==> src/rtl/dcache_load_pipe.sv <==
// dcache_load_pipe: three-stage DCache load pipeline.
//   s0: request handshake, tag/meta array read enable (arr_req_o).
//   s1: translation, tag compare, victim selection (invalid-first, then tree-PLRU),
//       PLRU writeback, data array read request.
//   s2: data capture/hold, word select, byte/half extension, miss/misalign result.
// Ports: clk, rst (sync, active-high), flush_i, s0_* request, s1_* TLB/tag/meta/PLRU
//   inputs and replacement/PLRU outputs, s2_* bank data input and result handshake.
// Optional feature macro: LOAD_PIPE_HUGE_PAGE_EN (enables 2 MiB translation via s1_huge_i).
module dcache_load_pipe #(
    parameter int unsigned WAYS       = 4,
    parameter int unsigned BANK_WORDS = 2,
    parameter int unsigned VALEN      = 32,
    parameter int unsigned PALEN      = 32,
    parameter int unsigned TAG_OFFSET = 12
) (
    input  logic                             clk,
    input  logic                             rst,
    input  logic                             flush_i,
    input  logic                             s0_valid_i,
    output logic                             s0_ready_o,
    input  logic [VALEN-1:0]                 s0_vaddr_i,
    input  logic [2:0]                       s0_align_i,
    output logic                             arr_req_o,
    input  logic [PALEN-13:0]                s1_ppn_i,
    input  logic                             s1_huge_i,
    input  logic [WAYS*(PALEN-TAG_OFFSET)-1:0] s1_tag_i,
    input  logic [WAYS-1:0]                  s1_meta_valid_i,
    input  logic [WAYS-2:0]                  s1_plru_i,
    input  logic                             s1_bank_conflict_i,
    output logic                             s1_data_req_o,
    output logic [PALEN-1:0]                 s1_paddr_o,
    output logic [WAYS-2:0]                  s1_plru_o,
    output logic                             s1_plru_we_o,
    output logic [$clog2(WAYS)-1:0]          s1_victim_way_o,
    output logic [PALEN-1:0]                 s1_victim_paddr_o,
    input  logic [WAYS*BANK_WORDS*32-1:0]    s2_data_i,
    output logic                             s2_valid_o,
    input  logic                             s2_ready_i,
    output logic [31:0]                      s2_data_o,
    output logic                             s2_miss_o,
    output logic                             s2_ale_o,
    output logic [PALEN-1:0]                 s2_paddr_o
);

    localparam int unsigned TAGW   = PALEN - TAG_OFFSET;
    localparam int unsigned WAY_W  = $clog2(WAYS);
    localparam int unsigned WIDX_W = (BANK_WORDS > 1) ? $clog2(BANK_WORDS) : 1;

    localparam logic [2:0] ALIGN_TYPE_B  = 3'd0;
    localparam logic [2:0] ALIGN_TYPE_H  = 3'd1;
    localparam logic [2:0] ALIGN_TYPE_W  = 3'd2;
    localparam logic [2:0] ALIGN_TYPE_BU = 3'd4;
    localparam logic [2:0] ALIGN_TYPE_HU = 3'd5;

    logic              s1_v_q, s1_v_d;
    logic [VALEN-1:0]  s1_vaddr_q, s1_vaddr_d;
    logic [2:0]        s1_align_q, s1_align_d;
    logic              s2_v_q, s2_v_d;
    logic              s2_first_q, s2_first_d;
    logic [PALEN-1:0]  s2_paddr_q, s2_paddr_d;
    logic [2:0]        s2_align_q, s2_align_d;
    logic [WAY_W-1:0]  s2_way_q, s2_way_d;
    logic              s2_miss_q, s2_miss_d;
    logic              s2_ale_q, s2_ale_d;
    logic [31:0]       s2_hold_q, s2_hold_d;

    logic              s0_fire, s1_adv;
    logic [PALEN-1:0]  s1_paddr;
    logic              s1_hit, s1_inv, s1_ale;
    logic [WAY_W-1:0]  s1_hit_way, s1_inv_way, s1_walk_way, s1_victim, s1_touch;
    logic [TAGW-1:0]   s1_vtag;
    logic [WAYS-1:0]   plru_ext, plru_upd;
    logic [WIDX_W-1:0] s2_widx;
    logic [31:0]       s2_raw, s2_word, s2_ext;
    logic              unused_bits;

    // Handshake: downstream back-pressure reaches s0_ready_o combinationally
    assign s1_adv     = s1_v_q & ~s1_bank_conflict_i & (~s2_v_q | s2_ready_i);
    assign s0_ready_o = ~s1_v_q | s1_adv;
    assign s0_fire    = s0_valid_i & s0_ready_o;
    assign arr_req_o  = s0_fire;

    // Translation
`ifdef LOAD_PIPE_HUGE_PAGE_EN
    assign s1_paddr    = s1_huge_i ? {s1_ppn_i[PALEN-13:9], s1_vaddr_q[20:0]}
                                   : {s1_ppn_i, s1_vaddr_q[11:0]};
    assign unused_bits = ^{s1_vaddr_q[VALEN-1:21], plru_upd[WAYS-1]};
`else
    assign s1_paddr    = {s1_ppn_i, s1_vaddr_q[11:0]};
    assign unused_bits = ^{s1_huge_i, s1_vaddr_q[VALEN-1:12], plru_upd[WAYS-1]};
`endif

    // Hit and first-invalid search; descending loop so the lowest index wins
    always_comb begin : s1_lookup
        s1_hit     = 1'b0;
        s1_hit_way = '0;
        s1_inv     = 1'b0;
        s1_inv_way = '0;
        for (int i = WAYS - 1; i >= 0; i--) begin
            if (s1_meta_valid_i[i] && (s1_tag_i[i*TAGW +: TAGW] == s1_paddr[PALEN-1:TAG_OFFSET])) begin
                s1_hit     = 1'b1;
                s1_hit_way = WAY_W'(i);
            end
            if (!s1_meta_valid_i[i]) begin
                s1_inv     = 1'b1;
                s1_inv_way = WAY_W'(i);
            end
        end
    end

    // Tree-PLRU walk from the root; a 0 bit steers to the lower half
    assign plru_ext = {1'b0, s1_plru_i};
    always_comb begin : s1_plru_walk
        int unsigned node;
        node        = 0;
        s1_walk_way = '0;
        for (int l = 0; l < WAY_W; l++) begin
            s1_walk_way[WAY_W-1-l] = plru_ext[WAY_W'(node)];
            node = 2 * node + 1 + (plru_ext[WAY_W'(node)] ? 1 : 0);
        end
    end

    assign s1_victim = s1_inv ? s1_inv_way : s1_walk_way;
    assign s1_touch  = s1_hit ? s1_hit_way : s1_victim;

    // Every node on the touched way's path is flipped to point away from it
    always_comb begin : s1_plru_update
        int unsigned node;
        node     = 0;
        plru_upd = {1'b0, s1_plru_i};
        for (int l = 0; l < WAY_W; l++) begin
            plru_upd[WAY_W'(node)] = ~s1_touch[WAY_W-1-l];
            node = 2 * node + 1 + (s1_touch[WAY_W-1-l] ? 1 : 0);
        end
    end

    always_comb begin : s1_victim_tag
        s1_vtag = '0;
        for (int i = 0; i < WAYS; i++) begin
            if (WAY_W'(i) == s1_victim) s1_vtag = s1_tag_i[i*TAGW +: TAGW];
        end
    end

    always_comb begin : s1_misalign
        unique case (s1_align_q)
            ALIGN_TYPE_H, ALIGN_TYPE_HU: s1_ale = s1_paddr[0];
            ALIGN_TYPE_W:                s1_ale = |s1_paddr[1:0];
            default:                     s1_ale = 1'b0;
        endcase
    end

    assign s1_data_req_o     = s1_adv;
    assign s1_paddr_o        = s1_paddr;
    assign s1_plru_o         = plru_upd[WAYS-2:0];
    assign s1_plru_we_o      = s1_adv & ~s1_ale;
    assign s1_victim_way_o   = s1_victim;
    assign s1_victim_paddr_o = {s1_vtag, s1_paddr[TAG_OFFSET-1:0]};

    // Stage 2 word select: live bank data in the first cycle, hold register after
    assign s2_widx = (BANK_WORDS > 1) ? s2_paddr_q[WIDX_W+1:2] : '0;
    always_comb begin : s2_select
        s2_raw = '0;
        for (int w = 0; w < WAYS; w++) begin
            for (int k = 0; k < BANK_WORDS; k++) begin
                if ((WAY_W'(w) == s2_way_q) && (WIDX_W'(k) == s2_widx))
                    s2_raw = s2_data_i[(w*BANK_WORDS+k)*32 +: 32];
            end
        end
    end
    assign s2_word = s2_first_q ? s2_raw : s2_hold_q;

    always_comb begin : s2_extend
        logic [7:0]  b;
        logic [15:0] h;
        unique case (s2_paddr_q[1:0])
            2'd0:    b = s2_word[7:0];
            2'd1:    b = s2_word[15:8];
            2'd2:    b = s2_word[23:16];
            default: b = s2_word[31:24];
        endcase
        h = s2_paddr_q[1] ? s2_word[31:16] : s2_word[15:0];
        unique case (s2_align_q)
            ALIGN_TYPE_B:  s2_ext = {{24{b[7]}}, b};
            ALIGN_TYPE_BU: s2_ext = {24'd0, b};
            ALIGN_TYPE_H:  s2_ext = {{16{h[15]}}, h};
            ALIGN_TYPE_HU: s2_ext = {16'd0, h};
            default:       s2_ext = s2_word;
        endcase
    end

    assign s2_valid_o = s2_v_q;
    assign s2_miss_o  = s2_v_q & s2_miss_q;
    assign s2_ale_o   = s2_v_q & s2_ale_q;
    assign s2_paddr_o = s2_paddr_q;
    assign s2_data_o  = (s2_v_q & ~s2_miss_q & ~s2_ale_q) ? s2_ext : 32'd0;

    // Next-state: advances first, flush overrides
    always_comb begin : next_state
        s1_v_d     = s1_v_q;
        s1_vaddr_d = s1_vaddr_q;
        s1_align_d = s1_align_q;
        s2_v_d     = s2_v_q;
        s2_first_d = 1'b0;
        s2_paddr_d = s2_paddr_q;
        s2_align_d = s2_align_q;
        s2_way_d   = s2_way_q;
        s2_miss_d  = s2_miss_q;
        s2_ale_d   = s2_ale_q;
        s2_hold_d  = s2_first_q ? s2_raw : s2_hold_q;
        if (s0_fire) begin
            s1_v_d     = 1'b1;
            s1_vaddr_d = s0_vaddr_i;
            s1_align_d = s0_align_i;
        end else if (s1_adv) begin
            s1_v_d = 1'b0;
        end
        if (s1_adv) begin
            s2_v_d     = 1'b1;
            s2_first_d = 1'b1;
            s2_paddr_d = s1_paddr;
            s2_align_d = s1_align_q;
            s2_way_d   = s1_hit_way;
            s2_miss_d  = ~s1_hit & ~s1_ale;
            s2_ale_d   = s1_ale;
        end else if (s2_ready_i) begin
            s2_v_d = 1'b0;
        end
        if (flush_i) begin
            s1_v_d     = 1'b0;
            s2_v_d     = 1'b0;
            s2_first_d = 1'b0;
        end
    end

    always_ff @(posedge clk) begin : regs
        if (rst) begin
            s1_v_q     <= 1'b0;
            s1_vaddr_q <= '0;
            s1_align_q <= '0;
            s2_v_q     <= 1'b0;
            s2_first_q <= 1'b0;
            s2_paddr_q <= '0;
            s2_align_q <= '0;
            s2_way_q   <= '0;
            s2_miss_q  <= 1'b0;
            s2_ale_q   <= 1'b0;
            s2_hold_q  <= '0;
        end else begin
            s1_v_q     <= s1_v_d;
            s1_vaddr_q <= s1_vaddr_d;
            s1_align_q <= s1_align_d;
            s2_v_q     <= s2_v_d;
            s2_first_q <= s2_first_d;
            s2_paddr_q <= s2_paddr_d;
            s2_align_q <= s2_align_d;
            s2_way_q   <= s2_way_d;
            s2_miss_q  <= s2_miss_d;
            s2_ale_q   <= s2_ale_d;
            s2_hold_q  <= s2_hold_d;
        end
    end

endmodule
==> config.mk <==
export PLATFORM = sky130hd
export DESIGN_NAME = dcache_load_pipe
export DESIGN_NICKNAME = d
export VERILOG_FILES = /design/src/rtl/dcache_load_pipe.sv
export SDC_FILE = /design/constraint.sdc
export NUM_CORES = 1
export LEC_CHECK = 0
export ABC_AREA = 1
export CORE_AREA = 5 5 209 211
export CTS_BUF_LIST = sky130_fd_sc_hd__clkbuf_8
export CTS_CLUSTER_SIZE = 14
export DETAILED_ROUTE_END_ITERATION = 8
export DIE_AREA = 0 0 214 216
export HOLD_SLACK_MARGIN = 0.03
export SLEW_MARGIN = 10
export SYNTH_ARGS = -nofsm -noshare
export SYNTH_HDL_FRONTEND = slang
export SYNTH_SLANG_ARGS = --single-unit
==> constraint.sdc <==
create_clock -name clk -period 5.1 [get_ports clk]
set_input_delay 0.765 -clock clk [delete_from_list [all_inputs] [get_ports clk]]
set_output_delay 0.765 -clock clk [all_outputs]
set_load 0.01 [all_outputs]
==> flow_summary.toml <==
[setup_path]
path_class = "reg2out"
reg2reg_depth = 12
critPathLaunchType = "flip-flop"
endpoint = "s2_data_o[11]"
endpoint_kind = "output pin"
cp-startpoint = "s2_way_q[0]$_SDFFE_PP0P_"
crit_arrival_ps = 3880
cp_max_fo = 19
r2r_end = "s2_hold_q[18]$_SDFF_PP0_"
required_ps = 4340
reg2reg_from = "s2_way_q[0]$_SDFFE_PP0P_"
reg2reg_slack_ps = 2240

[routing]
routed_wl_mm = 58.1
drc = 0
via_per_inst = 4.77
drtPass1Iterations = 5
num_vias = 11790
wl_per_cell_um = 23.5
drt_iter0_markers = 819
postRouteAntennaNets = 0

[logic_synthesis]
syn_inst = 1449
syn_nets = 1854
yosysTopAreaCellShare = 0.216
synth_area_leader_cell = "dfxtp_1"
yosys_most_used_dff = "dfxtp_1"
netlist_top_cells_area = "dfxtp_1 22%, nand2_1 20%, nor2_1 8.0%"
synthDistinctLibCells = 45
synthArstFlopShare = 0
syn_avg_cell_area_um2 = 5.70
synth-seq-cells = 89
yosysSeqAreaShare = 0.216
ys_warn_count = 0
synth_edf_count = 0
synthesis.area_um2 = 8260

[die]
initial_core_util = 0.199
die_y_um = 216
ios = 545
coreArea_um2 = 41600
rows = 75
dieArea_um2 = 46200
die_w_um = 214

[placement]
io_buffers = 523
dp_hpwl_mm = 49.1
gp_congestion = 0.942
postPlaceCellArea_um2 = 13900
dp.cells = 2448

[timing]
slew_headroom = 0.308
whs_ps = 500
fin_crit_sh = 0.910
fin_crit_ps = 4640
rsz0062_at_grt = "no"
setup_tns_ps = 0
fmax_mhz = 215
finalSetupViolations = 0
slew_violations = 0
hold_viol_final = 0
tightestPinTransition_ps = 1040
skew_ps = 14.9

[finish]
n_fill_cell = 4567
syn_to_final_growth_pct = 72.1
layout-drive-gt1-share = 0.0597
fin_area_um2 = 14200
fin_cells = 2471
utilization = 0.342
nets = 2325

[clocking]
cts.repair.resized = 0
cts_buffer_depth = 2
clkSlewWorstSetupHoldPaths_ps = 90
cts_tree = "yes"
cts_root_buffer = "clkbuf_8"
cts_inserted_buffers = 9
clkSinkCount = 89
clock_latency_ps = 380
cts_hold_buf = 0
cts.htree.levels = 3
post_cts_buffers = 0

[grt]
grt_usage = 0.238
grt-ovfl-total = 0
antenna_found_initial = 12
grt_pass1_wl_mm = 82.7
grt_max_degree = 56
grt_pass1_vias = 11943

[outcome]
status = "finished, final reports clean"

[worst_hold_path]
hp-class = "reg2reg"

[pwr]
ir_worst_vdd_uv = 111
p_leak_nw = 5.72
p_per_area_nw_per_um2 = 164

[run]
max-cap-violations = 0
## report_power, final
| part | internal (mW) | switching [mW] | leakage [nW] |
|---|---|---|---|
| Combinational | 0.495 | 0.473 | 4.87 |
| Sequential | 0.720 | 0.0240 | 0.725 |
| Clock | 0.331 | 0.287 | 0.121 |
## critical path, cell delays in order (launching register included)
cell	delay (ps)
dfxtp_1	490
buf_4	300
nor2_4	290
nand2_1	130
inv_2	280
a21oi_1	140
nand4_1	90
o21ai_0	270
nand3_1	180
o21ai_0	210
nand2_1	190
nand3_1	90
a21oi_1	230
clkdlybuf4s50_1	590
## kinds of logic (layout without fill, tap and decap cells)
group / after synthesis / after routing / synth area share
AND/OR/NAND/NOR: 831 / 831 / 0.436
AO/OA/AOI/OAI: 286 / 286 / 0.200
buffers and inverters: 215 / 691 / 0.119
flip-flops: 89 / 89 / 0.216
XOR/XNOR: 28 / 28 / 0.0297
other: 0 / 7 / 0
## routing by layer
metal  share of wire  global-route usage
met2            0.52               0.448
met1            0.38               0.259
met4           0.027              0.0601
met5         0.00079                   0
met3           0.079              0.0743
## worst min path at each step
| stage | end | depth (start not counted) | startpoint | slack (ps) |
|---|---|---|---|---|
| 4_1_cts | s2_miss_q$_SDFFE_PP0P_ | 2 | s2_miss_q$_SDFFE_PP0P_ | 500 |
| 3_3_place_gp | s2_hold_q[4]$_SDFF_PP0_ | 2 | s2_hold_q[4]$_SDFF_PP0_ | 480 |
| 3_5_place_dp | s2_miss_q$_SDFFE_PP0P_ | 2 | s2_miss_q$_SDFFE_PP0P_ | 490 |
| 2_1_floorplan | s2_align_q[0]$_SDFFE_PP0P_ | 2 | s2_align_q[0]$_SDFFE_PP0P_ | 460 |
| 5_1_grt | s2_miss_q$_SDFFE_PP0P_ | 2 | s2_miss_q$_SDFFE_PP0P_ | 520 |
| 6_report | s2_miss_q$_SDFFE_PP0P_ | 2 | s2_miss_q$_SDFFE_PP0P_ | 500 |
## registers in the layout, indices dropped and copies added (netlist names)
| register | count |
|---|---|
| s2_hold_q | 32 |
| s2_paddr_o | 32 |
| s1_vaddr_q | 12 |
| s1_align_q | 3 |
| s2_align_q | 3 |
| s2_way_q | 2 |
| s1_v_q | 1 |
| s2_ale_q | 1 |
| s2_first_q | 1 |
| s2_miss_q | 1 |
| s2_valid_o | 1 |
## layout by cell type, fill, tap and decap left out, types with 11 or more instances in the layout
cell,count
nand2_1,438
a21oi_1,108
o21ai_0,103
dfxtp_1,88
xnor2_1,11
inv_1,101
clkdlybuf4s50_1,523
o2111ai_1,13
xor2_1,17
buf_4,40
nand3_1,81
nor3_1,13
nor4_1,14
or2_2,21
nor2_1,175
a22oi_1,16
nor2_2,15
nand4_1,52
## layout make-up
| cell class | count | area, µm² | share of cell area |
|---|---|---|---|
| repair buffers | 564 | 5560 | 0.391 |
| clock inverters | 7 | 124 | 0.00872 |
| diodes | 7 | 17.5 | 0.00123 |
| well taps | 539 | 674 | 0.0475 |
| inverters | 111 | 422 | 0.0297 |
| flip-flops and latches | 89 | 1780 | 0.126 |
| clock buffers | 9 | 124 | 0.00872 |
| multi-input cells | 1145 | 5510 | 0.388 |
## synth_stat cells, types with 3 or more instances
| library cell | number |
|---|---|
| nand4_1 | 52 |
| nand3b_1 | 3 |
| o21ai_0 | 103 |
| xor2_1 | 17 |
| nand3_1 | 81 |
| nor3_1 | 15 |
| or2_2 | 21 |
| inv_2 | 6 |
| a22oi_1 | 16 |
| o211ai_1 | 4 |
| nand2_4 | 3 |
| a21oi_1 | 108 |
| o2111ai_1 | 13 |
| xnor2_1 | 11 |
| nor4_1 | 14 |
| dfxtp_1 | 89 |
| nor2_4 | 3 |
| o311ai_0 | 5 |
| a221oi_1 | 5 |
| buf_4 | 35 |
| o21ai_1 | 5 |
| a211o_1 | 5 |
| nor2_2 | 15 |
| nor2_1 | 175 |
| buf_2 | 16 |
| a22o_1 | 10 |
| inv_1 | 101 |
| nand2_1 | 438 |
| o22ai_1 | 7 |
| buf_1 | 4 |
| a21boi_0 | 3 |
| clkbuf_1 | 47 |
## stage by stage
stage	total power, mW	setup WS [ps]
final	2.33	457
after global routing	2.45	184
after CTS	2.36	357
after detailed placement	1.73	785
after global placement	1.73	770
after floorplan	1.12	2210
Power figures use the tool's default switching activity.
